==> src/rtl/quadrature_decoder_pkg.sv <==
// quadrature_decoder_pkg: Gray position codes, step direction codes and filter length bounds.
package quadrature_decoder_pkg;
    localparam int FILTER_LEN_MIN = 1;
    localparam int FILTER_LEN_MAX = 15;
    typedef enum logic [1:0] {POS0 = 2'b00, POS1 = 2'b10, POS2 = 2'b11, POS3 = 2'b01} pos_e;
    typedef enum logic [1:0] {DIR_NONE, DIR_UP, DIR_DOWN, DIR_ERR} dir_e;
    function automatic pos_e next_fwd(pos_e p);
        return p == POS0 ? POS1 : p == POS1 ? POS2 : p == POS2 ? POS3 : POS0;
    endfunction
    function automatic dir_e decode(pos_e p, pos_e n);
        return n == p ? DIR_NONE : n == next_fwd(p) ? DIR_UP : p == next_fwd(n) ? DIR_DOWN : DIR_ERR;
    endfunction
endpackage

==> src/rtl/quadrature_decoder_if.sv <==
// quadrature_decoder_if: channel, load and count/pulse signals of the quadrature decoder.
interface quadrature_decoder_if #(parameter int WIDTH = 8);
    logic a, b, load;
    logic [WIDTH-1:0] in;
    logic up, down, err, cout, bout;
    logic [WIDTH-1:0] count;
    modport master (output a, b, load, in, input up, down, err, count, cout, bout);
    modport slave (input a, b, load, in, output up, down, err, count, cout, bout);
endinterface

==> src/rtl/input_filter.sv <==
// input_filter: two-flop synchronizer plus run-length level filter for one channel.
module input_filter #(
    parameter int FILTER_LEN = 4
) (
    input  logic clk,
    input  logic rst,
    input  logic d,
    output logic q,
    output logic vld
);
    localparam logic [4:0] LAST = 5'(FILTER_LEN - 1);
    localparam logic [4:0] INIT = 5'(FILTER_LEN + 1);
    logic [1:0] sync_q, sync_d;
    logic [4:0] cnt_q, cnt_d;
    logic flt_q, flt_d, vld_q, vld_d, diff, hit;
    // Until valid, the counter just waits out the synchronizer and filter depth, then adopts the level.
    always_comb begin
        sync_d = {sync_q[0], d};
        diff = sync_q[1] != flt_q;
        hit = vld_q ? diff && cnt_q == LAST : cnt_q == INIT;
        cnt_d = hit || (vld_q && !diff) ? '0 : cnt_q + 5'd1;
        flt_d = hit ? sync_q[1] : flt_q;
        vld_d = vld_q || hit;
    end
    always_ff @(posedge clk) begin
        if (rst) begin
            sync_q <= '0;
            cnt_q <= '0;
            flt_q <= 1'b0;
            vld_q <= 1'b0;
        end else begin
            sync_q <= sync_d;
            cnt_q <= cnt_d;
            flt_q <= flt_d;
            vld_q <= vld_d;
        end
    end
    assign q = flt_q;
    assign vld = vld_q;
endmodule

==> src/rtl/quadrature_decoder.sv <==
// quadrature_decoder: filtered A/B quadrature decode into up/down/error pulses and a wrapping position count.
module quadrature_decoder
    import quadrature_decoder_pkg::*;
#(
    parameter int WIDTH = 8,
    parameter int FILTER_LEN = 4
) (
    input logic clk,
    input logic rst,
    quadrature_decoder_if.slave bus
);
    if (FILTER_LEN < FILTER_LEN_MIN || FILTER_LEN > FILTER_LEN_MAX) begin : g_bad_len
        $error("FILTER_LEN out of range");
    end
    logic fa, fb, va, vb;
    input_filter #(.FILTER_LEN(FILTER_LEN)) u_filt_a (.clk(clk), .rst(rst), .d(bus.a), .q(fa), .vld(va));
    input_filter #(.FILTER_LEN(FILTER_LEN)) u_filt_b (.clk(clk), .rst(rst), .d(bus.b), .q(fb), .vld(vb));
    pos_e p_q, p_d, n;
    dir_e dir;
    logic p_vld_q, p_vld_d;
    logic up_q, up_d, down_q, down_d, err_q, err_d, cout_q, cout_d, bout_q, bout_d;
    logic [WIDTH-1:0] count_q, count_d;
    // The first valid pair only seeds P; decoding starts once P holds a real position.
    always_comb begin
        n = pos_e'({fa, fb});
        dir = p_vld_q && va && vb ? decode(p_q, n) : DIR_NONE;
        p_d = va && vb ? n : p_q;
        p_vld_d = p_vld_q || (va && vb);
        up_d = dir == DIR_UP;
        down_d = dir == DIR_DOWN;
        err_d = dir == DIR_ERR;
        count_d = bus.load ? bus.in : up_d ? count_q + WIDTH'(1) : down_d ? count_q - WIDTH'(1) : count_q;
        cout_d = !bus.load && up_d && &count_q;
        bout_d = !bus.load && down_d && count_q == '0;
    end
    always_ff @(posedge clk) begin
        if (rst) begin
            p_q <= POS0;
            p_vld_q <= 1'b0;
            up_q <= 1'b0;
            down_q <= 1'b0;
            err_q <= 1'b0;
            cout_q <= 1'b0;
            bout_q <= 1'b0;
            count_q <= '0;
        end else begin
            p_q <= p_d;
            p_vld_q <= p_vld_d;
            up_q <= up_d;
            down_q <= down_d;
            err_q <= err_d;
            cout_q <= cout_d;
            bout_q <= bout_d;
            count_q <= count_d;
        end
    end
    assign bus.up = up_q;
    assign bus.down = down_q;
    assign bus.err = err_q;
    assign bus.cout = cout_q;
    assign bus.bout = bout_q;
    assign bus.count = count_q;
endmodule

==> src/flat_wrapper.sv <==
// flat-port wrapper written by rule: the top's interface ports become plain ports
module quadrature_decoder_flat import quadrature_decoder_pkg::*;
#(
    parameter int WIDTH = 8,
    parameter int FILTER_LEN = 4
)
  (clk, rst, bus_a, bus_b, bus_load, bus_in, bus_up, bus_down, bus_err, bus_count, bus_cout, bus_bout);
  quadrature_decoder_if #(.WIDTH(WIDTH)) bus_i ();
  input logic clk;
  input logic rst;
  input wire logic [$bits(bus_i.a)-1:0] bus_a;
  input wire logic [$bits(bus_i.b)-1:0] bus_b;
  input wire logic [$bits(bus_i.load)-1:0] bus_load;
  input wire logic [$bits(bus_i.in)-1:0] bus_in;
  output wire logic [$bits(bus_i.up)-1:0] bus_up;
  output wire logic [$bits(bus_i.down)-1:0] bus_down;
  output wire logic [$bits(bus_i.err)-1:0] bus_err;
  output wire logic [$bits(bus_i.count)-1:0] bus_count;
  output wire logic [$bits(bus_i.cout)-1:0] bus_cout;
  output wire logic [$bits(bus_i.bout)-1:0] bus_bout;
  assign bus_i.a = bus_a;
  assign bus_i.b = bus_b;
  assign bus_i.load = bus_load;
  assign bus_i.in = bus_in;
  assign bus_up = bus_i.up;
  assign bus_down = bus_i.down;
  assign bus_err = bus_i.err;
  assign bus_count = bus_i.count;
  assign bus_cout = bus_i.cout;
  assign bus_bout = bus_i.bout;
  quadrature_decoder #(.WIDTH(WIDTH), .FILTER_LEN(FILTER_LEN)) u_core (.clk(clk), .rst(rst), .bus(bus_i));
endmodule
==> config.mk <==
export PLATFORM = sky130hd
export DESIGN_NAME = quadrature_decoder_flat
export DESIGN_NICKNAME = d
export VERILOG_FILES = /design/src/rtl/quadrature_decoder_pkg.sv /design/src/rtl/quadrature_decoder_if.sv /design/src/rtl/input_filter.sv /design/src/rtl/quadrature_decoder.sv /design/src/flat_wrapper.sv
export SDC_FILE = /design/constraint.sdc
export NUM_CORES = 1
export LEC_CHECK = 0
export BUFFER_PORTS_ARGS = -buffer_cell sky130_fd_sc_hd__buf_4
export CELL_PAD_IN_SITES_DETAIL_PLACEMENT = 1
export CELL_PAD_IN_SITES_GLOBAL_PLACEMENT = 1
export CORE_ASPECT_RATIO = 0.6
export CORE_UTILIZATION = 38
export DETAILED_ROUTE_END_ITERATION = 10
export MAX_ROUTING_LAYER = met4
export PLACE_DENSITY = 0.81
export REMOVE_ABC_BUFFERS = 1
export SKIP_CTS_REPAIR_TIMING = 1
export SYNTH_ARGS = -nofsm -noshare
export SYNTH_HDL_FRONTEND = slang
export SYNTH_HIERARCHICAL = 1
export SYNTH_SLANG_ARGS = --single-unit
==> constraint.sdc <==
create_clock -name clk -period 2.36 [get_ports clk]
set_input_delay 0.118 -clock clk [delete_from_list [all_inputs] [get_ports clk]]
set_output_delay 0.118 -clock clk [all_outputs]
set_load 0.02 [all_outputs]
==> results of run 1 <==
logic make-up after synthesis:
| family | count (synthesis) | share of synthesized area [%] |
|---|---|---|
| simple gates | 71 | 22.14 |
| compound gates | 36 | 14.64 |
| flops | 34 | 39.62 |
| xor+xnor | 19 | 10.12 |
| fa+ha+maj | 12 | 9.177 |
| buf+inv | 9 | 1.967 |
| mux | 4 | 2.331 |
cell usage in the layout (no fill, tap or decap), types with 7 or more instances in the layout:
| master | Yosys | final |
|---|---|---|
| nor3_1 | 10 | 10 |
| xnor2_1 | 13 | 12 |
| nand2_1 | 12 | 12 |
| ha_1 | 11 | 11 |
| dfxtp_1 | 34 | 31 |
| a21oi_1 | 10 | 8 |
| inv_1 | 7 | 7 |
| nand3_1 | 9 | 9 |
| nor2_1 | 13 | 13 |
| buf_4 | 0 | 38 |
metrics by stage:
| stage | instance area (um2) | setup slack [ns] | utilization [%] | hold WS, ns | cells |
|---|---|---|---|---|---|
| detailed placement | 2056 | -0.01366 | 48.81 | 0.3401 | 279 |
| global placement | 2056 | 0.03758 | 48.81 | 0.3338 | 279 |
| finish | 2203 | 0.01242 | 52.32 | 0.04474 | 289 |
| CTS | 2132 | -0.03436 | 50.62 | 0.03657 | 286 |
| global route | 2203 | -0.06449 | 52.32 | 0.04015 | 289 |
| floorplan | 1710 | 0.02630 | - | 0.1826 | 183 |
critical path: stages, from the launching register on:
cell,delay [ns]
dfxtp_2,0.35
xor2_2,0.23
nand3_4,0.18
ha_1,0.36
buf_4,0.14
nand2_1,0.08
a211oi_2,0.28
nor2_1,0.14
nor4_1,0.39
a311oi_1,0.08
power groups by stage:
| stage | Combinational [mW] | Sequential [mW] | Clock, mW |
|---|---|---|---|
| 6_report | 0.206 | 0.633 | 0.402 |
| 4_1_cts | 0.198 | 0.631 | 0.419 |
| 3_5_place_dp | 0.195 | 0.644 | 0 |
| 5_1_grt | 0.227 | 0.636 | 0.439 |
| 2_1_floorplan | 0.111 | 0.647 | 0 |
| 3_3_place_gp | 0.189 | 0.643 | 0 |
flip-flops by register name, indices dropped and copies added, names as in the netlist, 2 cells and up:
| signal | flops |
|---|---|
| u_core/u_filt_a/sync_q | 2 |
| u_core/u_filt_b/cnt_q | 5 |
| u_core/bus.count | 8 |
| u_core/u_filt_b/sync_q | 2 |
| u_core/p_q | 2 |
| u_core/u_filt_a/cnt_q | 5 |
metal layers:
metal | track usage [%] | part of all wire (%) | vias to the layer above | routed length (um)
li1 | - | - | 747 | -
met1 | 29.64 | 50 | 766 | 2463
met2 | 30.00 | 43 | 39 | 2102
met3 | 5.828 | 5.7 | 5 | 279
met4 | 6.452 | 0.88 | 0 | 43
met5 | - | 0 | - | 0
how the worst min path moves through the flow:
| stage | from | end | slack (ns) | depth (start not counted) |
|---|---|---|---|---|
| 3_3_place_gp | bus_a | u_core/u_filt_a/sync_q[0] | 0.33 | 2 |
| 4_1_cts | bus_a | u_core/u_filt_a/sync_q[0] | 0.04 | 2 |
| 5_1_grt | bus_a | u_core/u_filt_a/sync_q[0] | 0.04 | 2 |
| 3_5_place_dp | bus_b | u_core/u_filt_b/sync_q[0] | 0.34 | 2 |
| 2_1_floorplan | rst | u_core/bus.count[0] | 0.18 | 1 |
| 6_report | bus_a | u_core/u_filt_a/sync_q[0] | 0.04 | 2 |
final cells by class:
| cell class | instances | area [um2] | share of cell area, % |
|---|---|---|---|
| timing repair buffer | 39 | 305.3 | 13.86 |
| sequential | 34 | 684.4 | 31.06 |
| tap | 60 | 75.07 | 3.407 |
| clock buffer | 7 | 76.32 | 3.464 |
| inverter | 7 | 26.28 | 1.193 |
| multi-input combinational | 142 | 1036 | 47.02 |
==> results.json, run 1 <==
{
  "outcome": "complete, no violations",
  "rrSetupSlack_ns": 0.01,
  "clockBufferDepth": 2,
  "gp_congestion": 0.8721,
  "p_total_mw": 1.241,
  "pwr-share-clk_pct": 32.4,
  "synth_area_leader_cell": "dfxtp_1",
  "endpoint_kind": "register",
  "drc": 0,
  "clk_latency_ns": 0.29,
  "nNetsFinal": 254,
  "syn2layout_area_growth_pct": 28.26,
  "netlist_instances": 185,
  "clkTransAtPathRegs_ns": 0.07,
  "viasPerCell": 5.388,
  "seq_power_share_pct": 51.0,
  "numCtsBuffers": 5,
  "antenna_left": 0,
  "power.internal_mw": 0.8957,
  "finalMaxSlewViolations": 0,
  "r2r_cells": 9,
  "power.switching_mw": 0.3457,
  "irDropWorstVdd_mv": 0.2970,
  "grt_usage_pct": 21.37,
  "critical_path_class": "reg2reg",
  "cp.required_ns": 2.52,
  "nFillCells": 498,
  "p_leak_nw": 0.8671,
  "synthesis.area_um2": 1718,
  "slew_headroom_pct": 70.94,
  "drtPass1Iterations": 5,
  "swShare_pct": 27.85,
  "io-pin-count": 26,
  "die_width_um": 88.80,
  "p_comb_share_pct": 16.6,
  "yosys.area.top_type_share_pct": 39.62,
  "ys.flop_type": "dfxtp_1",
  "initial_utilization_pct": 40.79,
  "max_slew.worst_pin.slew_ns": 0.4328,
  "yosys_register_bits": 34,
  "cts_sinks": 34,
  "period_share_pct": 99.47,
  "yosys-top-cells-area": "dfxtp_1 40%, ha_1 8.0%, xnor2_1 6.6%",
  "hp-class": "in2reg",
  "drt_iter0_drc": 73,
  "coreArea_um2": 4212,
  "grt_pass1_vias": 1465,
  "max_freq_mhz": 426.0,
  "ys_types": 39,
  "synthArstFlopShare_pct": 0,
  "hold_violations": 0,
  "syn_area_per_cell_um2": 9.286,
  "dieArea_um2": 4802,
  "grt_max_degree": 29,
  "cp-endpoint": "u_core/bus.count[7]",
  "n_antenna_cell": 0,
  "antenna_found_initial": 0,
  "yosysMostFrequentCell": "dfxtp_1",
  "powerDensity_nw_per_um2": 563.4,
  "worstPathArrival_ns": 2.50,
  "worstSetupStartpoint": "u_core/u_filt_a/q",
  "startpoint_type": "register",
  "synth_edf_count": 0,
  "drive_above_1_share_pct": 26.20,
  "tns_ns": 0,
  "synth_seq_area_share_pct": 39.62,
  "grt_pass1_wl_um": 7162,
  "setup_violations": 0,
  "crit_fanout": 7,
  "maxCapViolCount": 0,
  "r2r-start": "u_core/u_filt_a/q",
  "die_h_um": 54.08,
  "vias": 1557,
  "cts-root-buf": "clkbuf_8",
  "row_count": 18,
  "cts_tree": "built",
  "fin_skew_ns": 0.003777,
  "overflow": 0,
  "min_period_ns": 2.348,
  "cts_htree_levels": 2,
  "dpl.hpwl_um": 3354,
  "ys_top_cells_by_count": "34 x dfxtp_1, 13 x nor2_1, 13 x xnor2_1",
  "io_buffers": 25,
  "yosys_warnings": 6,
  "reg2reg_to": "u_core/bus.count[7]",
  "wl_per_cell_um": 16.91,
  "totalWireLength_um": 4887
}
(Power assumes the default switching activity.)
==> run 2, diff against run 1 <==
==> constraint.sdc (replaced) <==
create_clock -name clk -period 2.36 [get_ports clk]
set_input_delay 0 -clock clk [delete_from_list [all_inputs] [get_ports clk]]
set_output_delay 0 -clock clk [all_outputs]
set_load 0.02 [all_outputs]
==> run 2 against run 1 <==
  * The flow now finishes with violations (negative setup slack)
  * Power grew 0.57%
  * Critical path type unchanged
  * Maximum frequency shrank 0.80%
  * Combinational power grew 4%
  * Non-clock buffer count grew 5
  * Count of clock-buffer cells in the layout is the same
  * First-iteration DRC count grew 21%
  * Highest routed layer unchanged
  * Worst setup slack lost 0.019 ns
  * Design area grew 2.3%
  * Sequential share of layout area shrank 0.69 points
  * Wire length grew 1.4%
  * Utilization grew 1.2 points
==> results.json, run 2 (synthesized netlist as in run 1, its figures left out) <==
{
  "slew_headroom_pct": 71.97,
  "die_width_um": 88.80,
  "totalWireLength_um": 4953,
  "regArea_um2": 684.4,
  "p_comb_share_pct": 17.2,
  "min_period_ns": 2.367,
  "finalMaxSlewViolations": 0,
  "pwr-share-clk_pct": 32.2,
  "hp-class": "in2reg",
  "multi_input_area_um2": 1036,
  "grt_pass1_vias": 1465,
  "swShare_pct": 27.81,
  "cts_htree_levels": 2,
  "drive_above_1_share_pct": 25.64,
  "die_h_um": 54.08,
  "crit_fanout": 7,
  "setup_violations": 1,
  "path_depth": 9,
  "drc": 0,
  "initial_utilization_pct": 40.79,
  "clk_latency_ns": 0.29,
  "clkTransAtPathRegs_ns": 0.07,
  "cts-root-buf": "clkbuf_8",
  "cp_slowest_cell": "nor4_1",
  "r2r_cells": 9,
  "dp_cells": 279,
  "cp_top_family": "simple AND/OR/NAND/NOR gates",
  "layout_commonest_cell": "buf_4",
  "hold_violations": 0,
  "utilization_pct": 53.51,
  "drtPass1Iterations": 4,
  "clockBufferDepth": 2,
  "grt_pass1_wl_um": 7162,
  "endpoint_kind": "register",
  "slowest_delay_ns": 0.39,
  "overflow": 0,
  "grt_usage_pct": 21.37,
  "vias": 1579,
  "wl_per_cell_um": 16.85,
  "nNetsFinal": 259,
  "outcome": "finished with violations",
  "cp.required_ns": 2.52,
  "hold_path_depth": 3,
  "finalNonFillerCells": 294,
  "worstPathArrival_ns": 2.52,
  "max_slew.worst_pin.slew_ns": 0.4167,
  "period_share_pct": 100.3,
  "fin_skew_ns": 0.005189,
  "numCtsBuffers": 5,
  "gp_congestion": 0.8721,
  "cts_tree": "built",
  "power.switching_mw": 0.3472,
  "drt_iter0_drc": 88,
  "setup_ws_ns": -0.006561,
  "io_buffers": 25,
  "irDropWorstVdd_mv": 0.2955,
  "cp_cell_sequence": "xor2_2 > nand3_4 > ha_1 > buf_4 > nand2_1 > a211oi_2 > nor2_1 > nor4_1 > a311oi_1",
  "nFillCells": 494,
  "p_leak_nw": 0.8880,
  "violations": "negative setup slack",
  "dieArea_um2": 4802,
  "antenna_left": 0,
  "row_count": 18,
  "viasPerCell": 5.371,
  "grt_max_degree": 29,
  "holdWs_ns": 0.002556,
  "power.internal_mw": 0.9012,
  "dpl.hpwl_um": 3354,
  "cp_num_buf_inv": 1,
  "startpoint_type": "register",
  "largest_reg_flops": 8,
  "powerDensity_nw_per_um2": 554.0,
  "coreArea_um2": 4212,
  "maxCapViolCount": 0,
  "layout_common_cells": "38 x buf_4, 31 x dfxtp_1, 13 x nor2_1",
  "cts_sinks": 34,
  "io-pin-count": 26,
  "syn2layout_area_growth_pct": 31.17,
  "seq_power_share_pct": 50.6,
  "n_antenna_cell": 0,
  "antenna_found_initial": 0,
  "max_freq_mhz": 422.6,
  "critical_path_class": "reg2reg"
}
-- run 2: power groups by stage --
stage	combinational (mW)	sequential [mW]	clock, mW
6_report	0.214	0.632	0.402
5_1_grt	0.234	0.636	0.437
2_1_floorplan	0.111	0.647	0
4_1_cts	0.198	0.631	0.419
3_3_place_gp	0.189	0.643	0
3_5_place_dp	0.195	0.644	0
-- run 2: area by class of cell --
cell class / count / share of cell area (%)
Timing Repair Buffer: 44 / 15.77
Inverter: 7 / 1.166
Sequential cell: 34 / 30.37
Tap cell: 60 / 3.331
Multi-Input combinational cell: 142 / 45.97
Clock buffer: 7 / 3.387
-- run 2: worst paths after layout --
path / start / endpoint / slack (ns)
max: u_core/u_filt_a/q / u_core/bus.count[7] / -0.007
min: bus_in[3] / u_core/bus.count[3] / 0.003
max reg2reg: u_core/u_filt_a/q / u_core/bus.count[7] / -0.007
min reg2reg: u_core/u_filt_a/sync_q[0] / u_core/u_filt_a/sync_q[1] / 0.44
-- run 2: routing by layer --
| layer | vias to the layer above | track usage, % | part of all wire (%) |
|---|---|---|---|
| met2 | 45 | 30.00 | 44 |
| li1 | 756 | - | - |
| met5 | - | - | 0 |
| met4 | 0 | 6.452 | 0.44 |
| met3 | 2 | 5.828 | 5.9 |
| met1 | 776 | 29.64 | 50 |
-- run 2: stage by stage --
step	total power, mW	setup slack, ns	setup TNS, ns	instance area [um2]
4_1_cts	1.248	-0.03436	-0.03436	2132
5_1_grt	1.307	-0.06705	-0.07325	2253
3_5_place_dp	0.8389	-0.01366	-0.01366	2056
6_report	1.248	-0.006561	-0.006561	2253
3_3_place_gp	0.8320	0.03758	0	2056
2_1_floorplan	0.7585	0.02630	0	1710
-- run 2: worst min-delay path, stage by stage --
cell and delay [ns]:
buf_4 0.10, nor2_1 0.08, a211oi_1 0.05
